$ cat src/rtl/port_drain.sv
// ============================================================================
// Module   : port_drain
// Purpose  : Round-robin drain of four output-port FIFOs onto a single
//            valid/ready stream.
//            Each word is tagged with its source port. Per-port and total
//            delivered-word counters can be read back through a small
//            request/response interface.
// Revision : 1.0 - initial release
//
// Ports
//   clk          in   1  clock, all state on rising edge
//   rst_n        in   1  asynchronous active-low reset, released synchronously
//   empty        in   4  per-port FIFO empty flags (bit n = port n)
//   pop          out  4  one-hot FIFO pop (at most one bit high)
//   data_p0..p3  in  12  FIFO read data, valid the cycle after pop
//   enable       in   1  permits starting new reads
//   out_data     out 14  {port[1:0], word[11:0]}
//   out_valid    out  1  downstream valid
//   out_ready    in   1  downstream ready
//   req          in   1  counter read request
//   idx          in   3  counter index (0..3 per port, 4 total)
//   count_out    out  5  counter read data
//   count_valid  out  1  counter read response valid
// ============================================================================
`default_nettype none

module port_drain (
    input  logic        clk,
    input  logic        rst_n,
    input  logic [3:0]  empty,
    output logic [3:0]  pop,
    input  logic [11:0] data_p0,
    input  logic [11:0] data_p1,
    input  logic [11:0] data_p2,
    input  logic [11:0] data_p3,
    input  logic        enable,
    output logic [13:0] out_data,
    output logic        out_valid,
    input  logic        out_ready,
    input  logic        req,
    input  logic [2:0]  idx,
    output logic [4:0]  count_out,
    output logic        count_valid
);

    typedef enum logic [1:0] {
        IDLE = 2'd0,
        POP  = 2'd1,
        CAPT = 2'd2,
        HOLD = 2'd3
    } state_t;

    state_t      state;
    state_t      next_state;

    logic [1:0]  sel;
    logic [1:0]  last_port;
    logic [4:0]  cnt [5];

    logic        rr_found;
    logic [1:0]  rr_port;
    logic [1:0]  cand;
    logic [11:0] rd_data;
    logic [4:0]  cnt_rd;
    logic        start;
    logic        capture;
    logic        complete;

    // Round-robin pick: scan last_port+1 .. last_port+4 (mod 4) and take the
    // first non-empty port. last_port itself is therefore checked last.
    always_comb begin
        rr_found = 1'b0;
        rr_port  = last_port;
        cand     = last_port;
        for (int i = 1; i <= 4; i++) begin
            cand = last_port + 2'(i);
            if (!rr_found && !empty[cand]) begin
                rr_found = 1'b1;
                rr_port  = cand;
            end
        end
    end

    always_comb begin
        case (sel)
            2'd0:    rd_data = data_p0;
            2'd1:    rd_data = data_p1;
            2'd2:    rd_data = data_p2;
            default: rd_data = data_p3;
        endcase
    end

    always_comb begin
        case (idx)
            3'd0:    cnt_rd = cnt[0];
            3'd1:    cnt_rd = cnt[1];
            3'd2:    cnt_rd = cnt[2];
            3'd3:    cnt_rd = cnt[3];
            3'd4:    cnt_rd = cnt[4];
            default: cnt_rd = 5'd0;
        endcase
    end

    // FSM state register
    always_ff @(posedge clk or negedge rst_n) begin
        if (!rst_n) begin
            state <= IDLE;
        end else begin
            state <= next_state;
        end
    end

    // FSM next-state and decoded controls. pop and out_valid decode straight
    // from the state register so an asynchronous reset clears them at once.
    always_comb begin
        next_state = state;
        pop        = 4'b0000;
        out_valid  = 1'b0;
        start      = 1'b0;
        capture    = 1'b0;
        complete   = 1'b0;
        case (state)
            IDLE: begin
                // empty is only looked at here; later changes are ignored
                if (enable && rr_found) begin
                    start      = 1'b1;
                    next_state = POP;
                end
            end
            POP: begin
                pop        = 4'b0001 << sel;
                next_state = CAPT;
            end
            CAPT: begin
                capture    = 1'b1;
                next_state = HOLD;
            end
            HOLD: begin
                out_valid = 1'b1;
                if (out_ready) begin
                    complete   = 1'b1;
                    next_state = IDLE;
                end
            end
            default: next_state = IDLE;
        endcase
    end

    // Datapath, counters and counter read-back
    always_ff @(posedge clk or negedge rst_n) begin
        if (!rst_n) begin
            sel         <= 2'd0;
            last_port   <= 2'd3;
            out_data    <= 14'd0;
            count_out   <= 5'd0;
            count_valid <= 1'b0;
            for (int k = 0; k < 5; k++) begin
                cnt[k] <= 5'd0;
            end
        end else begin
            if (start) begin
                sel <= rr_port;
            end
            if (capture) begin
                out_data <= {sel, rd_data};
            end
            if (complete) begin
                last_port <= sel;
                // 5-bit counters wrap naturally 31 -> 0
                case (sel)
                    2'd0:    cnt[0] <= cnt[0] + 5'd1;
                    2'd1:    cnt[1] <= cnt[1] + 5'd1;
                    2'd2:    cnt[2] <= cnt[2] + 5'd1;
                    default: cnt[3] <= cnt[3] + 5'd1;
                endcase
                cnt[4] <= cnt[4] + 5'd1;
            end
            // cnt_rd reads the current register value, so a read that
            // coincides with an increment returns the pre-increment count.
            if (req) begin
                count_out   <= cnt_rd;
                count_valid <= (idx <= 3'd4);
            end else begin
                count_valid <= 1'b0;
            end
        end
    end

endmodule

`default_nettype wire
$ cat config.mk
export PLATFORM = sky130hd
export DESIGN_NAME = port_drain
export DESIGN_NICKNAME = d
export VERILOG_FILES = /design/src/rtl/port_drain.sv
export SDC_FILE = /design/constraint.sdc
export NUM_CORES = 1
export LEC_CHECK = 0
export BUFFER_PORTS_ARGS = -buffer_cell sky130_fd_sc_hd__buf_2
export CORE_MARGIN = 1
export CORE_UTILIZATION = 30
export CTS_CLUSTER_DIAMETER = 50
export CTS_CLUSTER_SIZE = 10
export DETAILED_ROUTE_END_ITERATION = 10
export MAX_ROUTING_LAYER = met4
export PLACE_DENSITY = 0.55
export SLEW_MARGIN = 20
export SYNTH_ARGS = -nofsm -noshare
export SYNTH_HDL_FRONTEND = slang
export SYNTH_SLANG_ARGS = --single-unit
$ cat constraint.sdc
create_clock -name clk -period 1.8 [get_ports clk]
set_input_delay 0.18 -clock clk [delete_from_list [all_inputs] [get_ports clk]]
set_output_delay 0.18 -clock clk [all_outputs]
set_load 0.02 [all_outputs]
==> Word-level counts from Yosys, hierarchy flattened <==
Index checks and enable logic that the tools add are counted.
{ "classes": {"addsub": 8, "order_cmp": 5, "n_eq_ne": 11, "shifts": 1, "n_mux": 29, "bitwise_logic": 1, "n_reduce_logical": 18} }
{ "ops": {"columns": ["cell", "count"], "rows": [
  ["12-bit one-hot mux with 3 select lines", 1],
  ["5-bit by 1-bit adder with 5-bit output (second input constant)", 5],
  ["5-bit one-hot mux with 5 select lines", 1],
  ["1-bit two-way mux", 15],
  ["2-bit by 3-bit < comparator with 1-bit output (second input constant)", 4],
  ["2-bit two-way mux", 6],
  ["2-bit AND reduction", 5],
  ["1-bit binary-select mux with 2-bit select", 4],
  ["2-bit one-hot mux with 4 select lines", 1],
  ["2-bit equality test (second input constant)", 3],
  ["3-bit by 2-bit equality test with 1-bit output (second input constant)", 2],
  ["1-bit logical NOT", 5],
  ["2-bit adder (second input constant)", 2],
  ["2-bit by 1-bit equality test with 1-bit output (second input constant)", 2],
  ["1-bit logical AND", 4],
  ["2-bit logical NOT", 2],
  ["4-bit two-way mux", 1],
  ["2-bit inequality test (second input constant)", 2],
  ["1-bit by 2-bit << shifter with 4-bit output (first input constant)", 1],
  ["3-bit by 1-bit equality test with 1-bit output (second input constant)", 1],
  ["3-bit equality test (second input constant)", 1],
  ["3-bit <= comparator (second input constant)", 1],
  ["3-bit logical NOT", 1],
  ["3-bit OR reduction", 1],
  ["2 further kinds", 2]
]} }
{ "totals": {"regBits": 51, "in_bits": 60, "out_inout_bits": 25, "elab_cells": 84} }

==> Longest topological paths before layout <==
{ "depth": {"word_depth": 15, "mapped_depth": 6} }

==> Worst setup path after synthesis <==
OpenSTA, ideal clock, no wires.
{ "synth_path": {"kind": "reg2reg", "from": "register state[1]", "to": "register cnt[6] (netlist bit)", "setup_ps": 125, "t_arrival_ps": 1570, "t_required_ps": 1675, "setup_slack_ps": 105, "stages_incl_launch_ff": 6, "n_path_buf": 1, "synth_period_minus_slack_ps": 1695, "path_cell_list": "dfrtp_1 -> ha_1 -> and2_1 -> and3_2 -> clkbuf_2 -> mux2_2"} }
{ "synth_between": {"elab_chain_len": 3} }
{ "synth_rtl": {"columns": ["element", "line", "text"], "rows": [
  ["start: declaration", "53", "state_t state;"],
  ["start signal: assignment", "109", "state <= next_state;"],
  ["2-bit equality test", "122", "case (state)"],
  ["1-bit two-way mux", "122", null],
  ["2-bit AND reduction (no source line)", null, null],
  ["end: declaration", "58", "logic [4:0] cnt [5];"]
]} }
Every way passes these cells.
A chain may end at the register's enable or synchronous reset.

==> Final worst setup path <==
{ "layout_path": {"from": "register state[1]", "to": "register cnt[16] (netlist bit)"} }
Same word-level chain as after synthesis.

==> impl_metrics.py <==
metrics = {
    "final_layout": {
        "postLayoutCellArea_um2": 3430,
        "syn2layout_area_growth_pct": 23.8,
        "num-fill-cells": 851,
        "num_antenna_cells": 0,
        "final_common_cell": "buf_2",
        "final_cell_mix": "84 x buf_2, 49 x dfrtp_1, 16 x xnor2_1",
        "layout.nets": 375,
        "final_layout_size_suffix_gt1_share_pct": 44.4,
    },
    "worst_setup_path": {
        "startpoint_type": "register",
        "critPathArrivalTime_ns": 1.83,
        "cp_max_fo": 5,
        "required_ns": 1.99,
        "endpoint_kind": "register",
        "critPathKind": "register to register",
    },
    "cts": {
        "clockBufferDepth": 2,
        "clock_latency_ns": 0.30,
        "cts_tree": "yes",
        "ctsHoldBuffers": 0,
        "cts_root_buf": "clkbuf_8",
        "cts_resized": 0,
        "cts_htree_levels": 2,
        "clk_pin_slew_ns": 0.09,
        "post_cts_buffers": 0,
        "numCtsBuffers": 5,
        "cts.sinks": 51,
    },
    "floorplan": {
        "fp-row-count": 34,
        "io_pins": 85,
        "fp.dieW_um": 98.1,
        "die_h_um": 98.1,
        "initial_core_util_pct": 31.4,
        "die_area_um2": 9610,
        "core_um2": 8810,
    },
    "synth": {
        "yosysWarnings": 0,
        "synthArstFlopShare_pct": 100,
        "synth.top_cell.area_share_pct": 44.3,
        "synth.yosys.seq_area_share_pct": 46.2,
        "synth-edff-count": 0,
        "synth_top_cells_by_area": "dfrtp_1 44%, mux4_2 8.1%, mux2_4 5.4%, mux2_2 5.3%, xnor2_1 5.1%",
        "synth_fp_nets": 287,
        "ys_ff_latch": 51,
        "syn_inst": 217,
        "synth_cell_types": 38,
        "synth_top_area_cell": "dfrtp_1",
        "netlist_area_um2": 2770,
        "ys.flop_type": "dfrtp_1",
        "avgSynthCellArea_um2": 12.8,
    },
    "global_routing": {
        "grt_max_degree": 52,
        "grt_pass1_vias": 2065,
        "grt.total_usage_pct": 13.1,
        "antenna_found_initial": 0,
        "gr-total-overflow": 0,
        "grt_pass1_wl_um": 9890,
    },
    "timing": {
        "final-setup-viol-count": 0,
        "max-slew-margin-rel_pct": 57.5,
        "min_period_ns": 1.64,
        "fin_skew_ns": 0.00570,
        "period_share_pct": 91.0,
        "rsz0062_at_grt": "false",
        "worst_slew_pin_slew_ns": 0.638,
        "fin_ws_ns": 0.163,
        "clock.fmax_ghz": 0.611,
        "timing.hold.ws_ns": -0.0119,
        "timing_hold_violations_final": 30,
        "drv_slew": 0,
        "fin_tns_setup_ns": 0,
    },
    "hold_path": {
        "hp-class": "input port to async pin",
    },
    "power": {
        "vdd_ir_drop_max_mv": 0.581,
        "switching_share_pct": 36.8,
        "p_per_area_nw_per_um2": 1460,
        "switchingPower_mw": 1.84,
        "p_clk_share_pct": 14.2,
        "pwr-share-comb_pct": 46.3,
        "internal_power_mw": 3.15,
        "cellLeakagePower_nw": 1.62,
        "p_seq_share_pct": 39.4,
    },
    "job": {
        "maxCapViolations": 0,
    },
    "drt": {
        "ant_nets": 0,
        "routed_wl_um": 5780,
        "drc_errors": 1,
        "dr.pass1.iters": 7,
        "dr.first_iter.drc_count": 82,
        "via_per_inst": 4.78,
        "avgRoutedWirePerCell_um": 14.0,
        "vias": 1977,
    },
    "status": {
        "failed_checks": "design-rule violations, negative hold slack",
        "status": "finished, violations left",
    },
    "place": {
        "gp_congestion": 0.733,
        "place_ws_ns": 0.185,
        "dpl_cell_area_um2": 3330,
        "io_buffers": 84,
        "hpwlAfterDp_um": 4430,
    },
}
==> path summary, 6_finish.rpt <==
path / from / end / slack [ns] / cells after the start
max in group asynchronous: rst_n / out_data[7]$_DFFE_PN0P_ / 1.39 / 2
hold / removal: rst_n / cnt[10]$_DFFE_PN0P_ / -0.01 / 2
hold reg to reg: cnt[9]$_DFFE_PN0P_ / cnt[9]$_DFFE_PN0P_ / 0.48 / 1
min in group clk: req / count_out[1]$_DFFE_PN0P_ / 0.14 / 2
setup reg to reg: state[1]$_DFFE_PN0P_ / cnt[16]$_DFFE_PN0P_ / 0.16 / 4
setup / recovery: state[1]$_DFFE_PN0P_ / cnt[16]$_DFFE_PN0P_ / 0.16 / 4
==> layout make-up <==
cell class              instances  area, um^2  area share [%]
clock buffers                   8         100            2.92
inverters                       5        18.8           0.548
multi-input cells             152        1420            41.3
flip-flops and latches         51        1280            37.3
well taps                     108         135            3.94
repair buffers                 90         478            13.9
==> cell usage after synthesis, types with 3 or more instances <==
library cell / number
ha_1: 10
mux2_4: 10
dfrtp_1: 49
o221ai_1: 4
nor2_1: 11
nand2b_1: 5
o21ai_0: 5
inv_1: 5
mux2i_1: 10
mux2_2: 13
nand3_1: 3
buf_2: 3
nand2_1: 14
xor2_1: 4
nand4_1: 11
xnor2_1: 16
a21oi_1: 7
mux4_2: 10
==> routing by layer <==
| metal | part of all wire, % | track usage, % | routed length [um] |
|---|---|---|---|
| met2 | 50 | 21.3 | 2910 |
| met3 | 2.4 | 2.15 | 136 |
| met1 | 45 | 16.6 | 2630 |
| met4 | 1.9 | 4.55 | 108 |
| met5 | 0 | - | 0 |
==> flip-flops by register name (all words and copies together) (netlist names) <==
signal	cells
count_out	5
sel	2
cnt	25
out_data	14
state	2
count_valid	1
last_port	2
==> power groups by stage <==
stage / clock [mW] / sequential, mW / combinational [mW]
CTS: 0.751 / 1.97 / 2.35
global placement: 0 / 1.98 / 2.31
floorplan: 0 / 2.13 / 1.52
detailed placement: 0 / 1.99 / 2.34
finish: 0.711 / 1.97 / 2.31
global route: 0.795 / 2.05 / 2.52
==> kinds of logic (layout without fill, tap and decap cells) <==
kind of cell / Yosys count / count (layout) / share of synthesized area (%)
simple gates: 57 / 57 / 11.4
compound gates: 20 / 20 / 4.57
flops: 51 / 51 / 46.2
buf+inv: 14 / 103 / 2.62
fa+ha+maj: 10 / 10 / 4.52
mux: 45 / 45 / 24.4
xor+xnor: 20 / 20 / 6.33
==> critical path, cell delays in order (launching register included) <==
cell     delay [ns]
dfrtp_1        0.39
ha_1           0.24
nand2_1        0.19
nor3b_4        0.33
mux2_2         0.37
==> metrics by stage <==
| stage | std cells | util [%] | power [mW] |
|---|---|---|---|
| 2_1_floorplan | 217 | - | 3.65 |
| 3_3_place_gp | 406 | 37.8 | 4.29 |
| 3_5_place_dp | 406 | 37.8 | 4.34 |
| 4_1_cts | 414 | 38.9 | 5.07 |
| 5_1_grt | 414 | 38.9 | 5.37 |
| 6_report | 414 | 38.9 | 4.99 |
(Power assumes the default switching activity.)
